## config.mk

```make
export PLATFORM = sky130hd
export DESIGN_NAME = if_fetch
export DESIGN_NICKNAME = d
export VERILOG_FILES = /design/src/rtl/if_fetch_pkg.sv /design/src/rtl/if_next_pc.sv /design/src/rtl/if_fetch.sv
export SDC_FILE = /design/constraint.sdc
export NUM_CORES = 1
export LEC_CHECK = 0
export ABC_AREA = 1
export ABC_CLOCK_PERIOD_IN_PS = 2100
export BUFFER_PORTS_ARGS = -buffer_cell sky130_fd_sc_hd__buf_2
export CAP_MARGIN = 20
export CORE_ASPECT_RATIO = 2
export CORE_UTILIZATION = 53
export CTS_CLUSTER_SIZE = 12
export DETAILED_ROUTE_END_ITERATION = 8
export PLACE_DENSITY_LB_ADDON = 0.3
export SLEW_MARGIN = 20
export SYNTH_ARGS = -nofsm -noshare
export SYNTH_HDL_FRONTEND = slang
export SYNTH_SLANG_ARGS = --single-unit
```

## constraint.sdc

```tcl
create_clock -name clk_i -period 2.1 [get_ports clk_i]
set_clock_uncertainty 0.1 [all_clocks]
set_input_delay 0.105 -clock clk_i [delete_from_list [all_inputs] [get_ports clk_i]]
set_output_delay 0.105 -clock clk_i [all_outputs]
set_load 0.01 [all_outputs]
```

## src/rtl/if_fetch_pkg.sv

```systemverilog
// if_fetch_pkg: shared definitions for the instruction-fetch stage.
//   - BUBBLE_INST_DEF: NOP word presented when no valid instruction exists
//                      (same encoding IF/ID inserts on flush)
//   - ST_*: 2-bit fetch FSM state encodings
//   - OPCODE_W / JFIELD_W: instruction field widths shared with IF/ID
//   - jump_target(): J-type target from PC+4 and the 26-bit field
package if_fetch_pkg;

  localparam logic [31:0] BUBBLE_INST_DEF = 32'hFC00_0000;

  localparam int unsigned OPCODE_W = 6;
  localparam int unsigned JFIELD_W = 32 - OPCODE_W;

  localparam logic [1:0] ST_REQ     = 2'd0;
  localparam logic [1:0] ST_HOLD    = 2'd1;
  localparam logic [1:0] ST_DISCARD = 2'd2;

  // Upper nibble of PC+4 is kept, field is word-aligned below it.
  function automatic logic [31:0] jump_target(input logic [31:0]         pc4,
                                               input logic [JFIELD_W-1:0] field);
    return (pc4 & 32'hF000_0000) | {4'b0000, field, 2'b00};
  endfunction

endpackage

```

## src/rtl/if_next_pc.sv

```systemverilog
// if_next_pc: combinational next-PC logic for the fetch stage.
//   i_pc            current program counter
//   i_hd            hazard stall, masks redirects
//   i_branch        taken branch (priority over jump)
//   i_branch_addr   branch target, low two bits ignored
//   i_jump          jump resolved in ID
//   i_jump_field    instr[25:0] of the jump
//   i_jump_pc4      PC+4 of the jump instruction
//   o_redirect      redirect the fetch stream this cycle
//   o_target        redirect target address
//   o_pc4           i_pc + 4 (wraps modulo 2^32)
module if_next_pc
  import if_fetch_pkg::*;
(
  input  logic [31:0]         i_pc,
  input  logic                i_hd,
  input  logic                i_branch,
  input  logic [31:0]         i_branch_addr,
  input  logic                i_jump,
  input  logic [JFIELD_W-1:0] i_jump_field,
  input  logic [31:0]         i_jump_pc4,
  output logic                o_redirect,
  output logic [31:0]         o_target,
  output logic [31:0]         o_pc4
);

  assign o_redirect = (i_branch | i_jump) & ~i_hd;
  assign o_target   = i_branch ? (i_branch_addr & 32'hFFFF_FFFC)
                               : jump_target(i_jump_pc4, i_jump_field);
  assign o_pc4      = i_pc + 32'd4;

endmodule

```

## src/rtl/if_fetch.sv

```systemverilog
// if_fetch: MIPS instruction-fetch stage feeding the IF/ID register.
// Owns the PC, issues requests to a variable-latency instruction memory,
// absorbs load-use stalls and applies branch/jump redirects from ID.
//   clk_i, rst_i          clock, synchronous active-high reset
//   hd_i                  hazard stall (IF/ID holds)
//   branch_i/branch_addr_i, jump_i/jump_field_i/jump_pc4_i  redirects from ID
//   imem_req_o/imem_addr_o, imem_ack_i/imem_data_i          memory handshake
//   inst_o, inst_addr_o, valid_o                            to IF/ID
//   flush_o                                                 IF/ID flush
module if_fetch
  import if_fetch_pkg::*;
#(
  parameter logic [31:0] RESET_PC    = 32'h0000_0000,
  parameter logic [31:0] BUBBLE_INST = BUBBLE_INST_DEF
) (
  input  logic                clk_i,
  input  logic                rst_i,
  input  logic                hd_i,
  input  logic                branch_i,
  input  logic [31:0]         branch_addr_i,
  input  logic                jump_i,
  input  logic [JFIELD_W-1:0] jump_field_i,
  input  logic [31:0]         jump_pc4_i,
  output logic                imem_req_o,
  output logic [31:0]         imem_addr_o,
  input  logic                imem_ack_i,
  input  logic [31:0]         imem_data_i,
  output logic [31:0]         inst_o,
  output logic [31:0]         inst_addr_o,
  output logic                valid_o,
  output logic                flush_o
);

  logic [1:0]  r_state;
  logic [31:0] r_pc;
  logic [31:0] r_req_addr;   // address of the request abandoned by a redirect
  logic [31:0] r_buf_inst;
  logic [31:0] r_buf_pc4;

  logic        w_redirect;
  logic [31:0] w_target;
  logic [31:0] w_pc4;

  if_next_pc u_next_pc (
    .i_pc          (r_pc),
    .i_hd          (hd_i),
    .i_branch      (branch_i),
    .i_branch_addr (branch_addr_i),
    .i_jump        (jump_i),
    .i_jump_field  (jump_field_i),
    .i_jump_pc4    (jump_pc4_i),
    .o_redirect    (w_redirect),
    .o_target      (w_target),
    .o_pc4         (w_pc4)
  );

  always_comb begin
    imem_req_o  = 1'b0;
    imem_addr_o = r_pc;
    valid_o     = 1'b0;
    inst_o      = BUBBLE_INST;
    inst_addr_o = w_pc4;
    flush_o     = w_redirect & ~rst_i;
    if (!rst_i) begin
      case (r_state)
        ST_REQ: begin
          imem_req_o = 1'b1;
          // Ack data goes straight through so IF/ID captures it this edge.
          if (imem_ack_i && !w_redirect) begin
            valid_o = 1'b1;
            inst_o  = imem_data_i;
          end
        end
        ST_HOLD: begin
          valid_o     = 1'b1;
          inst_o      = r_buf_inst;
          inst_addr_o = r_buf_pc4;
        end
        ST_DISCARD: begin
          // Outstanding request must stay stable until its ack arrives.
          imem_req_o  = 1'b1;
          imem_addr_o = r_req_addr;
        end
        default: ;
      endcase
    end
  end

  always_ff @(posedge clk_i) begin
    if (rst_i) begin
      r_state    <= ST_REQ;
      r_pc       <= RESET_PC;
      r_req_addr <= '0;
      r_buf_inst <= '0;
      r_buf_pc4  <= '0;
    end else begin
      case (r_state)
        ST_REQ: begin
          if (imem_ack_i) begin
            if (w_redirect) begin
              r_pc <= w_target;
            end else if (hd_i) begin
              r_buf_inst <= imem_data_i;
              r_buf_pc4  <= w_pc4;
              r_state    <= ST_HOLD;
            end else begin
              r_pc <= w_pc4;
            end
          end else if (w_redirect) begin
            r_pc       <= w_target;
            r_req_addr <= r_pc;
            r_state    <= ST_DISCARD;
          end
        end
        ST_HOLD: begin
          if (w_redirect) begin
            r_pc    <= w_target;
            r_state <= ST_REQ;
          end else if (!hd_i) begin
            r_pc    <= w_pc4;
            r_state <= ST_REQ;
          end
        end
        ST_DISCARD: begin
          if (w_redirect) r_pc <= w_target;
          if (imem_ack_i) r_state <= ST_REQ;
        end
        default: r_state <= ST_REQ;
      endcase
    end
  end

endmodule

```

* Word-level counts from Yosys, hierarchy flattened *
Cells that the tools add are included.

word-level totals
  input port bits = 128
  output and inout bits = 99
  flip-flop bits (word level) = 130
  logic and storage cells = 55

cells by class
  equal/unequal tests = 7
  add/sub/neg operators = 1
  reductions and logical operators = 8
  bitwise gates (word level) = 8
  muxes and demuxes = 26

operators with widths
  cell                   count
  $mux 32                11
  $pmux 32 s3            1
  $pmux 32 s2            1
  $add 32x3->32 const B  1
  $or 32x28->32          1
  $mux 2                 7
  $ne 3x3->1 const B     4
  $pmux 2 s3             1
  $reduce_and 5->1       1
  $mux 1                 4
  $not 1->1              4
  $reduce_and 4->1       1
  $reduce_and 3->1       1
  $reduce_bool 3->1      1
  $and 1x1->1            2
  $eq 2x1->1 const B     1
  $eq 2x2->1 const B     1
  $logic_not 2->1        1
  $ne 2x2->1 const B     1
  $pmux 1 s2             1
  $reduce_or 2->1        1
  $logic_and 1x1->1      1
  $logic_not 1->1        1
  $or 1x1->1             1

* Logic depth before layout (Yosys ltp) *
  word-level depth = 7
  gate-level depth with buffers = 13
  mapped depth without buffers = 13

* By module *
From an unflattened synthesis, not the netlist that was laid out.

unflattened totals
  cells, all modules = 1538
  area total of the unflattened synthesis = 9220.1 µm²

by module, submodules not included
  module      instances  cells an instance  area each (µm²)  sequential area each (µm²)
  if_fetch    1          1262               7905.1           2602.5
  if_next_pc  1          276                1315.0           0.0

* Least setup slack after synthesis *
OpenSTA, ideal clock, no wires.

  kind = reg-to-reg
  from = register r_state[0]
  to = register r_pc[15]
  stages on the path, launching flop included = 12
  data required time = 1.883 ns
  path buffers = 0
  library setup time = 0.117 ns
  clock period less this slack = 1.956 ns
  path slack = 0.144 ns
  data arrival time = 1.739 ns
  cells stage by stage = dfxtp_1 > inv_1 > ha_1 > or2_2 > nand2_2 > inv_1 > nand2_1 > inv_1 > nand2_1 > nand2_1 > a21oi_1 > nor2_1

on the way
  cells in the longest elaborated chain, start to end = 2
  elaborated cells on any way between the ends = 5

ends and longest elaborated chain
  item                                              line             source
  from (decl)                                       if_fetch.sv:34   logic [1:0] r_state;
  from (signal assigned)                            if_fetch.sv:91   r_state <= ST_REQ;
  from (signal assigned)                            if_fetch.sv:105  r_state <= ST_HOLD;
  from (signal assigned)                            if_fetch.sv:112  r_state <= ST_DISCARD;
  $eq 2x2->1, or another cell as far along          if_fetch.sv:97   case (r_state)
  $pmux 32 s3 or $reduce_bool 3->1 (tied branches)  n/a
  to (signal assigned)                              if_fetch.sv:101  r_pc <= w_target;
  to (signal assigned)                              if_fetch.sv:107  r_pc <= w_pc4;
  to (signal assigned)                              if_fetch.sv:110  r_pc <= w_target;
  to (decl)                                         if_fetch.sv:35   logic [31:0] r_pc;

Several ways; a longest one is shown, not always the timed one.
A chain may end at the register's enable or synchronous reset.

* Worst setup path in the final report *
  from = register r_pc[3]
  to = output inst_addr_o[21]

on the way
  cells in the longest elaborated chain, start to end = 3

ends and longest elaborated chain
  item             line              source
  $add 32x3->32 *  if_next_pc.sv:30  assign o_pc4 = i_pc + 32'd4;
  $mux 32          if_fetch.sv:65    case (r_state)
  $mux 32 *        if_fetch.sv:64    if (!rst_i) begin
  to (decl)        if_fetch.sv:29    output logic [31:0] inst_addr_o,

Every way passes the cells marked *; elsewhere a longest branch is shown, timed or not.

==> flow_summary_export.csv <==
group,metric,value,unit
synthesis,syn_area,0.00779,mm²
placement,placedCellCount,1589,
setup_path,crit_type,"register to output port",
setup_path,worst_r2r_startpoint,"r_pc[3]",
min_path,min_path_cells,5,
synthesis,synth_largest_area_cell,"dfxtp_1",
synthesis,synth_commonest_cells,"nand2_1 (266), o21ai_0 (180), a21oi_1 (159)",
floorplan,die_area,0.0152,mm²
synthesis,syn-instance-count,1232,
drt,routed_wl,32.2,mm
placement,placed_cell_area,0.00914,mm²
setup_path,cpMaxStageDelayCell,"dfxtp_4",
sta,fmaxAchievable,443,MHz
setup_path,worst_setup_path_end_kind,"output port",
setup_path,cp-start-kind,"register",
synthesis,avgSynthCellArea,6.32,µm²
setup_path,crit_family,"simple AND/OR/NAND/NOR gates",
sta,worst_hold_slack,15.0,ps
setup_path,path_depth,10,
setup_path,worstPathArrival,2050,ps
power_and_ir_drop,p_sw,5.84,mW
sta,slew_violations,0,
final_layout,postLayoutCoreUtil,79.0,%
power_and_ir_drop,p_int,7.52,mW
final_layout,fin_area,0.0113,mm²
setup_path,ff2ff_path_depth,15,
setup_path,slowest_delay,370,ps
sta,fin_ws,-158,ps
synthesis,synth_top_cell_area_share,33.4,%
floorplan,core.rowCount,62,
drt,wire_per_inst,18.8,µm
sta,min_period_over_period,108,%
clock_tree,clock_latency,420,ps
drt,antenna_left,0,
sta,rsz0062_at_grt,"yes",
sta,relSlewSlack,54.1,%
clock_tree,clk_pin_slew,60,ps
global_routing,grt_pass1_wl,47.2,mm
clock_tree,clockRootBuffer,"clkbuf_16",
min_path,hold_class,"input pin to register",
setup_path,r2r_slack,-40,ps
global_routing,antenna_found_initial,0,
power_and_ir_drop,seqPwrFrac,27.3,%
outcome,run_status,"finished, violations left",
synthesis,synth_edf_count,0,
min_path,worstHoldStart,"jump_field_i[17]",
global_routing,grt_pass1_vias,9350,
power_and_ir_drop,clock_power_share,23.1,%
floorplan,fp.coreArea,0.0144,mm²
placement,port_buffers,196,
clock_tree,cts.htree.levels,4,
placement,gp_congestion,0.987,
placement,pre_cts_ws,43.7,ps
synthesis,async_flop_share,0,%
clock_tree,cts_tree,"built",
floorplan,initial_core_util,54.3,%
floorplan,die_y,173,µm
synthesis,yosysWarnings,0,
setup_path,critPathLaunch,"r_pc[3]",
sta,setup-violations-final,21,
drt,dr.pass1.iters,8,
synthesis,synth.most_common_cell,"nand2_1",
flow_run,drv_cap,0,
final_layout,drive_gt1_share,31.0,%
placement,dpl.hpwl,19.2,mm
synthesis,ys_ff_latch,130,
setup_path,cp.buffers_inverters,3,
power_and_ir_drop,powerDensity,1180,mW/mm²
final_layout,area_growth_syn_to_layout,45.5,%
global_routing,track_usage,40.8,%
setup_path,r2r_end,"r_pc[17]",
drt,route.vias.total,9968,
floorplan,io_pins,227,
sta,fin_tns_setup,-1700,ps
sta,finalHoldViolCount,0,
setup_path,path_max_fanout,3,
clock_tree,cts.sinks,130,
power_and_ir_drop,switching_share,43.7,%
power_and_ir_drop,power_leakage,5.26,nW
drt,drt_iter0_drc,990,
drt,vias_per_cell,5.81,
final_layout,layout.nets,1645,
setup_path,endpoint,"inst_addr_o[21]",
synthesis,synthesis.nets,1365,
power_and_ir_drop,combinationalPowerShare,49.6,%
clock_tree,cts_made_buffers,17,
outcome,violations,"setup timing",
synthesis,ys.flop_type,"dfxtp_1",
final_layout,diodes,0,
global_routing,overflow,0,
sta,worstMarginPinSlew,689,ps
synthesis,yosysSeqAreaShare,33.4,%
global_routing,grt_start_max_net_pins,113,
drt,drc,0,
setup_path,crit_chain,"buf_4 > nand2_2 > nor2_4 > nand2_4 > nor2_4 > nand2_4 > xor2_4 > buf_4 > o21ai_1 > buf_2",
sta,layout_min_cycle_time,2260,ps
final_layout,instances_no_fill,1717,
setup_path,crit_required,1890,ps
floorplan,die_x,87.7,µm
clock_tree,clockBufferDepth,2,
synthesis,synth_area_leaders,"dfxtp_1 (33%), nand2_1 (13%), o21ai_0 (12%), a21oi_1 (10%), nor2_1 (6.7%)",
synthesis,yosysUniqueCellTypes,41,
power_and_ir_drop,p_total,13.4,mW
power_and_ir_drop,vdd_drop_max,0.898,mV
-- cell families (layout without fill, tap and decap cells) --
logic type,count (synthesis),count (layout),share of synthesized area [%]
compound gates,386,386,26.2
mux,11,11,1.51
buf+inv,178,471,9.09
xor+xnor,17,17,1.91
simple gates,505,505,27.0
flops,130,130,33.4
fa+ha+maj,5,5,0.803
-- worst register-to-register path, delay by kind of cell, from the launching register on --
kind            cells  cell delay, ps
simple gates        8             760
buf+inv             5             600
flops               1             370
xor+xnor            1             130
compound gates      1              50
-- registers in the layout, indices dropped and copies added, names as in the netlist --
register / count
r_buf_pc4: 32
r_state: 2
r_req_addr: 32
r_pc: 32
r_buf_inst: 32
-- what timing repair did --
item	4_1_cts	5_1_grt
hold buffers	57	0
endpoints found under the setup margin	66	106
endpoints found under the hold margin	46	0
setup buffers	20	12
pin swaps	22	16
gates resized for setup	117	76
gates cloned	3	4
-- cell usage in the layout, fill, tap and decap left out, types with 6 or more instances in the layout --
master         synthesis  routed
nand2_1              266     237
buf_2                 26     196
o21ai_0              180     156
a21oi_1              159     151
nor2_1               140     128
dfxtp_1              130     102
inv_1                 89      85
buf_4                  1      68
nand3_1               60      59
dlygate4sd3_1          0      57
nand2_2                7      27
clkbuf_16              0      21
o21ai_1                8      20
nor2_4                 7      16
o211ai_1              16      16
dfxtp_4                0      15
dfxtp_2                0      13
nor2_2                 9      12
o21ai_2                0      12
a21oi_2                2      10
nand2_4                1      10
buf_12                 0       9
inv_2                  7       8
xor2_1                16       7
inv_6                  0       7
xor2_4                 0       6
mux2_2                 6       6
buf_6                  0       6
-- final cells by class --
type	instances	area (µm²)
Multi-Input combinational cell	924	4950
Fill cell	1063	3020
Sequential cell	130	2680
Timing Repair Buffer	343	2500
Clock buffer	18	439
Inverter	96	368
Tap cell	192	240
Clock inverter	14	163
-- routing by layer --
metal,global-route usage [%],routed length (µm),up-vias
li1,-,-,4649
met5,0,0,-
met4,38.3,3630,0
met3,11.0,2600,207
met2,68.4,15700,583
met1,38.6,10300,4529
-- how the worst min path moves through the flow --
stage | endpoint | slack (ps)
after global placement | r_buf_inst[5] | 240
final | r_pc[19] | 10
after CTS | r_pc[19] | 3
after floorplan | r_buf_inst[10] | 140
after global routing | r_pc[2] | 20
after detailed placement | r_buf_inst[5] | 250
-- power groups by stage --
stage	clock (mW)	sequential (mW)	combinational, mW
after global routing	3.21	3.68	7.12
after detailed placement	0	3.51	5.27
after floorplan	0	3.37	3.21
after global placement	0	3.50	5.19
final	3.09	3.64	6.62
after CTS	3.11	3.54	5.90
Note: power is estimated with default switching activity, not from simulation.
